File: config.mk
export PLATFORM = sky130hd
export DESIGN_NAME = pipe_stage_skid
export DESIGN_NICKNAME = d
export VERILOG_FILES = /design/src/rtl/pipe_stage_skid.sv
export SDC_FILE = /design/constraint.sdc
export NUM_CORES = 1
export LEC_CHECK = 0
export ABC_AREA = 1
export CORE_ASPECT_RATIO = 1.2
export CORE_UTILIZATION = 50
export DETAILED_ROUTE_END_ITERATION = 10
export PLACE_DENSITY = 0.87
export SKIP_CTS_REPAIR_TIMING = 1
export SLEW_MARGIN = 10
export SYNTH_ARGS = -nofsm -noshare
export SYNTH_HDL_FRONTEND = slang
export SYNTH_SLANG_ARGS = --single-unit
File: constraint.sdc
create_clock -name i_clk -period 1.95 [get_ports i_clk]
set_clock_uncertainty 0.05 [all_clocks]
set_input_delay 0.4875 -clock i_clk [delete_from_list [all_inputs] [get_ports i_clk]]
set_output_delay 0.4875 -clock i_clk [all_outputs]
set_load 0.05 [all_outputs]
File: src/rtl/pipe_stage_skid.sv
// ---------------------------------------------------------------------------
// pipe_stage_skid
//   Pipeline-stage register with valid/ready flow control. Carries a control
//   bundle (cleared on bubbles so no spurious write-enables escape) and a data
//   bundle. With SKID=1 a second entry register absorbs one in-flight item, so
//   upstream ready comes straight from a flop. With SKID=0 the stage is a
//   single register and o_ready is combinational. A saturating counter
//   records cycles where downstream back-pressure held a valid entry.
//
// Ports
//   i_clk        clock, rising edge
//   i_resetn     asynchronous active-low reset
//   i_flush      synchronous flush: drops held and incoming entries
//   i_valid      upstream entry valid
//   o_ready      stage can accept an entry this cycle
//   i_ctrl       upstream control bundle  [CTRL_W]
//   i_data       upstream data bundle     [DATA_W]
//   o_valid      downstream entry valid
//   i_ready      downstream accepts entry
//   o_ctrl       downstream control bundle, 0 whenever o_valid=0
//   o_data       downstream data bundle (holds last value on bubbles)
//   o_stall_cnt  saturating count of cycles with o_valid && !i_ready
// ---------------------------------------------------------------------------
module pipe_stage_skid #(
  parameter int CTRL_W = 2,
  parameter int DATA_W = 69,
  parameter int SKID   = 1,
  parameter int CNT_W  = 16
) (
  input  logic              i_clk,
  input  logic              i_resetn,
  input  logic              i_flush,
  input  logic              i_valid,
  output logic              o_ready,
  input  logic [CTRL_W-1:0] i_ctrl,
  input  logic [DATA_W-1:0] i_data,
  output logic              o_valid,
  input  logic              i_ready,
  output logic [CTRL_W-1:0] o_ctrl,
  output logic [DATA_W-1:0] o_data,
  output logic [CNT_W-1:0]  o_stall_cnt
);

  typedef enum logic [1:0] {
    ST_EMPTY = 2'd0,  // nothing held
    ST_BUSY  = 2'd1,  // output register holds an entry
    ST_FULL  = 2'd2   // output and skid registers both hold entries
  } state_t;

  state_t              r_state;
  state_t              w_state_nxt;
  logic                r_ready;
  logic [CTRL_W-1:0]   r_ctrl;
  logic [DATA_W-1:0]   r_data;
  logic [CTRL_W-1:0]   r_sk_ctrl;
  logic [DATA_W-1:0]   r_sk_data;
  logic [CNT_W-1:0]    r_stall_cnt;

  logic                w_accept;
  logic                w_emit;
  logic                w_load_in;   // output register <- upstream
  logic                w_load_sk;   // output register <- skid register
  logic                w_fill_sk;   // skid register   <- upstream

  assign o_valid     = (r_state != ST_EMPTY);
  assign o_ctrl      = r_ctrl;
  assign o_data      = r_data;
  assign o_stall_cnt = r_stall_cnt;

  // Without the skid register the stage can only take a new entry when the
  // current one leaves in the same cycle, so ready has to look at i_ready.
  // That also means BUSY never sees Accept without Emit, so FULL is never
  // reached when SKID=0 and r_ready stays 1.
  assign o_ready  = (SKID != 0) ? r_ready : (!o_valid || i_ready);

  assign w_accept = i_valid && o_ready;
  assign w_emit   = o_valid && i_ready;

  // Next-state and register-load decode. Flush overrides everything: the
  // stage empties and whatever is offered in the flush cycle is dropped.
  always_comb begin
    // NOTE: every output of this block gets a default first, so no path can
    // leave a signal unassigned and infer a latch.
    w_state_nxt = r_state;
    w_load_in   = 1'b0;
    w_load_sk   = 1'b0;
    w_fill_sk   = 1'b0;
    if (i_flush) begin
      w_state_nxt = ST_EMPTY;
    end else begin
      unique case (r_state)
        ST_EMPTY: begin
          if (w_accept) begin
            w_state_nxt = ST_BUSY;
            w_load_in   = 1'b1;
          end
        end
        ST_BUSY: begin
          if (w_accept && w_emit) begin
            w_load_in   = 1'b1;
          end else if (w_accept) begin
            w_state_nxt = ST_FULL;
            w_fill_sk   = 1'b1;
          end else if (w_emit) begin
            w_state_nxt = ST_EMPTY;
          end
        end
        ST_FULL: begin
          if (w_emit) begin
            w_state_nxt = ST_BUSY;
            w_load_sk   = 1'b1;
          end
        end
        default: w_state_nxt = ST_EMPTY;
      endcase
    end
  end

  // State register; o_ready for the skid variant is precomputed from the
  // next state so it leaves the block directly from a flop.
  always_ff @(posedge i_clk or negedge i_resetn) begin
    if (!i_resetn) begin
      r_state <= ST_EMPTY;
      r_ready <= 1'b1;
    end else begin
      // NOTE: non-blocking assignments for all flops so every register
      // samples pre-edge values regardless of statement order.
      r_state <= w_state_nxt;
      r_ready <= (w_state_nxt != ST_FULL);
    end
  end

  // Output and skid registers. The control bundle is zeroed whenever the
  // stage goes empty (bubble or flush); the data bundle simply holds.
  always_ff @(posedge i_clk or negedge i_resetn) begin
    if (!i_resetn) begin
      // NOTE: the data path is reset as well, because o_data=0 out of reset
      // is visible behaviour; the skid copy is cleared for determinism.
      r_ctrl    <= '0;
      r_data    <= '0;
      r_sk_ctrl <= '0;
      r_sk_data <= '0;
    end else begin
      if (w_load_in) begin
        r_ctrl <= i_ctrl;
        r_data <= i_data;
      end else if (w_load_sk) begin
        r_ctrl <= r_sk_ctrl;
        r_data <= r_sk_data;
      end else if (w_state_nxt == ST_EMPTY) begin
        r_ctrl <= '0;
      end
      if (w_fill_sk) begin
        r_sk_ctrl <= i_ctrl;
        r_sk_data <= i_data;
      end
    end
  end

  // Back-pressure counter: saturates, ignores flush, cleared only by reset.
  always_ff @(posedge i_clk or negedge i_resetn) begin
    if (!i_resetn) begin
      r_stall_cnt <= '0;
    end else if (o_valid && !i_ready && (r_stall_cnt != {CNT_W{1'b1}})) begin
      r_stall_cnt <= r_stall_cnt + 1'b1;
    end
  end

endmodule

==> results of run 1 <==
-- per-layer routing --
metal	track usage, %	wire, µm	vias to the layer above
met5	0	0	-
met4	10.44	384	0
met3	4.718	892	31
met2	41.99	9108	214
met1	33.48	7712	2977
li1	-	-	2964
-- layout by cell type, fill, tap and decap left out, types with 2 or more instances in the layout --
cell and count:
buf_12 11, buf_4 106, bufinv_16 4, clkbuf_1 2
clkbuf_16 17, clkbuf_8 6, clkdlybuf4s50_1 73, clkinvlp_4 2
dfrtp_1 158, dfrtp_2 2, inv_1 88, inv_2 4
nand2_1 224, nand3_1 9, nand4_1 71, nor2_1 15
o211ai_1 69, o21ai_0 76, o22ai_1 2, xnor2_1 9
-- area by class of cell --
cell class	instances	area [µm²]	area share [%]
well taps	171	214.0	2.253
multi-input cells	486	2469	26.00
inverters	92	345.3	3.637
clock buffers	25	515.5	5.429
repair buffers	193	1773	18.67
flip-flops and latches	161	4033	42.47
diodes	1	2.502	0.02635
clock inverters	7	143.9	1.515
-- critical path, cell delays in order, from the launching register on --
cell      delay [ns]
dfstp_2         0.57
nand2_1         0.09
nor2_1          0.22
nand3_2         0.15
and2_2          0.25
buf_12          0.17
nand2_1         0.09
o211ai_1        0.11
-- cell families after synthesis --
kind of cell | Yosys count
and+or+nand+nor | 328
adders and majority gates | 1
AOI/OAI and AO/OA | 147
buffers and inverters | 146
DFF | 161
xor gates and xnor gates | 10
-- cell usage after synthesis (all sizes together) --
library cell and instances:
and2 2, buf 20, clkbuf 34, dfrtp 160
dfstp 1, ha 1, inv 92, nand2 226
nand3 10, nand3b 1, nand4 71, nor2 17
nor3 1, o211ai 69, o21ai 76, o22ai 2
xnor2 9, xor2 1
-- power breakdown --
group | internal [mW] | switching, mW
combinational | 0.919 | 1.80
sequential | 4.02 | 0.437
clock | 2.36 | 1.33
total | 7.29 | 3.57
-- metrics by stage --
step	hold WS (ns)	worst slack, ns
after floorplan	0.1419	0.04670
after global placement	0.3624	-0.09383
after detailed placement	0.3673	-0.1590
after CTS	-0.08353	0.1034
after global routing	0.4573	0.003693
final	0.4354	0.08508
-- sequential cells by signal, summed over array words and instances, names as in the netlist --
name	cells
o_data	69
r_state	2
o_ctrl	2
o_stall_cnt	16
o_ready	1
r_sk_data	69
r_sk_ctrl	2
-- how the worst min path moves through the flow --
stage	cells after the start	slack, ns	startpoint	endpoint
2_1_floorplan	0	0.14	i_resetn	o_ctrl[0]
3_3_place_gp	1	0.36	i_resetn	r_sk_data[34]
3_5_place_dp	1	0.37	i_resetn	r_sk_data[34]
4_1_cts	1	-0.08	i_resetn	r_sk_data[34]
5_1_grt	2	0.46	r_sk_data[35]	r_sk_data[35]
6_report	2	0.44	r_sk_data[18]	r_sk_data[18]
==> impl_metrics.py, run 1 <==
metrics = {
    "logic_synthesis": {
        "syn_avg_cell_area_um2": 8.945,
        "netlist.area_leader.share_pct": 56.45,
        "synth_nets": 870,
        "syn-instance-count": 793,
        "ys_seq_elements": 161,
        "synth-simple-area-share_pct": 20.43,
        "synth_fa_ha_area_share_pct": 0.1764,
        "synth_area_um2": 7093,
        "yosysSeqAreaShare_pct": 56.82,
        "yosysTopAreaCell": "dfrtp_1",
        "synth_top_family_by_area": "simple AND/OR/NAND/NOR gates",
        "synth.area.top_cells": "dfrtp_1, nand2_1, o211ai_1",
        "yosys_warnings": 0,
        "synth.distinct_cells": 24,
        "synthMuxAreaShare_pct": 0,
        "synthXorXnorAreaFrac_pct": 1.235,
        "synth-compound-area-share_pct": 12.84,
    },
    "cells_and_area": {
        "area_growth_pct": 33.87,
        "fin_nets": 1028,
        "fillers": 1041,
        "drive_gt1_share_pct": 16.80,
        "fin_util_pct": 68.71,
        "layoutNonFillerInstCount": 1136,
        "fin_area_um2": 9495,
    },
    "placement": {
        "numPortBuffers": 164,
        "dp_hpwl_um": 11750,
        "dp_cells": 1102,
        "placed_cell_area_um2": 8821,
        "routabilityCongestion": 0.8375,
    },
    "detailed_routing": {
        "post_drt_wl_per_cell_um": 15.93,
        "vias": 6186,
        "ant_nets": 0,
        "routed_wl_um": 18100,
        "first_pass_iters": 5,
        "drc": 0,
        "drtIter0Drc": 418,
        "viasPerCell": 5.445,
    },
    "global_routing": {
        "grt_pass1_wl_um": 29980,
        "grt_overflow": 0,
        "grt_antenna_before_repair": 1,
        "grt_pass1_vias": 6008,
        "grtUsageTotal_pct": 25.53,
        "grt_max_degree": 71,
    },
    "die": {
        "core_um2": 13820,
        "dieArea_um2": 14670,
        "io_pins": 165,
        "rows": 47,
        "die_w_um": 110.7,
        "die_h_um": 132.5,
        "start_util_pct": 51.33,
    },
    "sta": {
        "tightestPinTransition_ns": 0.5239,
        "setup_violations": 0,
        "layout_min_cycle_time_ns": 1.865,
        "finalHoldViolations": 0,
        "fmax_ghz": 0.5362,
        "rsz0062_at_grt": "false",
        "min_period_over_period_pct": 95.64,
        "slew_headroom_pct": 65.07,
        "tns_ns": 0,
        "drv_slew": 0,
    },
    "hold_path": {
        "hp-class": "reg -> reg",
    },
    "worst_setup_path": {
        "critical_path.startpoint": "o_ready",
        "endpoint": "o_data[59]",
        "cp.arrival_ns": 2.09,
        "r2r-end": "o_data[59]",
        "start_kind": "register",
        "critPathRequiredTime_ns": 2.17,
        "critPathKind": "reg -> reg",
        "ff2ff_path_depth": 7,
        "rr_startpoint": "o_ready",
        "path_max_fanout": 25,
        "ff2ff_setup_slack_ns": 0.09,
        "critPathCaptureType": "register",
    },
    "clock_network": {
        "cts-root-buf": "clkbuf_16",
        "insertion_delay_ns": 0.42,
        "h-tree-depth": 4,
        "clk_pin_slew_ns": 0.06,
        "cts_tree": "yes",
        "cts_buffers": 17,
        "cts_sinks": 161,
        "cts_buffer_depth": 2,
    },
    "power_and_ir_drop": {
        "total_power_mw": 10.86,
        "irDropWorstVdd_mv": 0.8390,
        "power_density_nw_per_um2": 1144,
        "p_leak_nw": 4.610,
    },
    "status": {
        "status": "completed",
    },
    "flow_run": {
        "max_cap_viol_count": 0,
    },
}
(Power assumes the default switching activity.)
==> run 2: changes to the inputs <==
Settings changed: GPL_TIMING_DRIVEN set to 0, SLEW_MARGIN 10 to 5.
==> run 2 against run 1 <==
  * The run now ends with negative setup slack left
  * Worst setup slack worse by 0.088 ns
  * Core utilization up 2.6 points
  * Cell count up 2.5%
  * Global-route usage up 0.81 points
  * Wire length up 4.3%
  * Via count up 2.1%
  * First-iteration DRC count up 0.24%
  * Clock power down 7.9%
  * Combinational power up 3%
  * Flip-flop and latch count unchanged
  * Sequential share of layout area down 1.5 points
  * Critical path type is now in -> reg
==> impl_metrics.py, run 2 (synthesis gave the netlist of run 1 again) <==
metrics = {
    "status": {
        "status": "complete, but fails checks",
        "violations": "negative setup slack",
    },
    "cells_and_area": {
        "fin_util_pct": 71.27,
        "drive_gt1_share_pct": 7.251,
        "final_common_cell": "nand2_1",
        "area_growth_pct": 38.86,
        "fin_nets": 1058,
        "antenna_cells": 0,
        "fillers": 1003,
        "mostFrequentLayoutCells": "nand2_1, dfrtp_1, inv_1, dlymetal6s2s_1, o21ai_0",
    },
    "worst_setup_path": {
        "start_kind": "primary input",
        "critPathCaptureType": "register",
        "path_max_fanout": 10,
        "rr_startpoint": "o_ready",
        "critical_path.startpoint": "i_valid",
        "cp.arrival_ns": 2.17,
        "critPathRequiredTime_ns": 2.17,
        "critPathKind": "in -> reg",
    },
    "global_routing": {
        "grt_overflow": 0,
        "grt_pass1_wl_um": 31070,
        "grt_antenna_before_repair": 0,
        "grt_pass1_vias": 6299,
        "grt_max_degree": 115,
        "grtUsageTotal_pct": 26.35,
    },
    "sta": {
        "setup_ws_ns": -0.003360,
        "setup_violations": 1,
        "layout_min_cycle_time_ns": 1.953,
        "tightestPinTransition_ns": 0.5760,
        "drv_slew": 0,
        "fmax_ghz": 0.5119,
        "slew_headroom_pct": 61.60,
        "finalHoldViolations": 0,
        "min_period_over_period_pct": 100.2,
    },
    "detailed_routing": {
        "viasPerCell": 5.424,
        "vias": 6314,
        "ant_nets": 0,
        "post_drt_wl_per_cell_um": 16.21,
        "routed_wl_um": 18870,
        "first_pass_iters": 5,
        "drc": 0,
        "drtIter0Drc": 419,
    },
    "placement": {
        "numPortBuffers": 163,
        "dp_hpwl_um": 12660,
        "post-place-ws_ns": -0.5389,
        "routabilityCongestion": 0.8634,
    },
    "die": {
        "core_um2": 13820,
        "die_w_um": 110.7,
        "die_h_um": 132.5,
        "start_util_pct": 51.33,
        "dieArea_um2": 14670,
        "io_pins": 165,
        "rows": 47,
    },
    "power_and_ir_drop": {
        "irDropWorstVdd_mv": 1.001,
        "p_leak_nw": 5.560,
        "power_density_nw_per_um2": 1079,
    },
    "clock_network": {
        "clk_pin_slew_ns": 0.07,
        "cts_sinks": 161,
        "insertion_delay_ns": 0.41,
        "cts-root-buf": "clkbuf_16",
        "cts_buffers": 17,
        "cts_tree": "yes",
        "h-tree-depth": 4,
        "cts_buffer_depth": 2,
    },
    "flow_run": {
        "max_cap_viol_count": 0,
    },
    "hold_path": {
        "hp-class": "reg -> reg",
        "min_from": "r_sk_data[13]",
    },
}
==> run 2: cell types whose count changed in the layout (fill, tap and decap cells not counted), sizes merged, moves of 5 or more <==
cell	previous run	this run
buf	119	26
clkbuf	25	54
clkinv	0	5
dlymetal6s2s	0	88
==> run 2: cell type report <==
type	count	area, µm²	area share [%]
Buffer	54	260.3	2.642
Sequential cell	161	4033	40.94
Tap cell	171	214.0	2.172
Timing Repair Buffer	169	1914	19.44
Clock inverter	13	158.9	1.613
Multi-Input combinational cell	486	2482	25.20
Clock buffer	18	439.2	4.459
Inverter	92	347.8	3.532
==> run 2: per-stage QoR <==
stage / hold WS [ns] / std cells / area, µm² / setup TNS (ns) / power [mW]
4_1_cts: -0.08184 / 1159 / 9572 / -23.15 / 10.68
6_report: 0.4338 / 1164 / 9849 / -0.003360 / 10.63
5_1_grt: 0.4517 / 1164 / 9849 / -1.575 / 11.08
3_3_place_gp: 0.4144 / 1127 / 8941 / -1017.35 / 7.193
3_5_place_dp: 0.3610 / 1128 / 8974 / -50.80 / 7.296
2_1_floorplan: 0.1419 / 793 / 7096 / 0 / 6.173
==> run 2: report_power, final <==
part	internal, mW	switching (mW)	total, mW
Sequential	4.02	0.413	4.43
Clock	2.04	1.35	3.39
Combinational	0.979	1.82	2.80
Total	7.04	3.59	10.6
==> run 2: worst max-delay path: stages <==
cell and delay (ns):
clkdlybuf4s50_1 0.49, nand2_1 0.13, nor2_4 0.15, nand3_4 0.15, and2_1 0.17, buf_2 0.20
buf_2 0.22, nand2_1 0.08, o211ai_1 0.09
==> run 2: metal layers <==
layer	GRT usage, %	up-vias	share of wire (%)	routed length, µm
li1	-	3027	-	-
met1	34.78	3017	41	7818
met2	43.58	239	51	9582
met3	4.718	31	5.8	1090
met4	10.00	0	2.0	377
met5	0	-	0	0
==> run 2: final timing paths <==
path	endpoint	slack, ns	depth (start not counted)
max in group asynchronous	r_state[1]	0.44	3
min in group asynchronous	o_data[33]	0.51	2
hold reg to reg	r_sk_data[13]	0.43	2
setup / recovery	o_data[0]	-0.003	9
hold / removal	r_sk_data[13]	0.43	2
setup reg to reg	o_data[0]	0.04	8
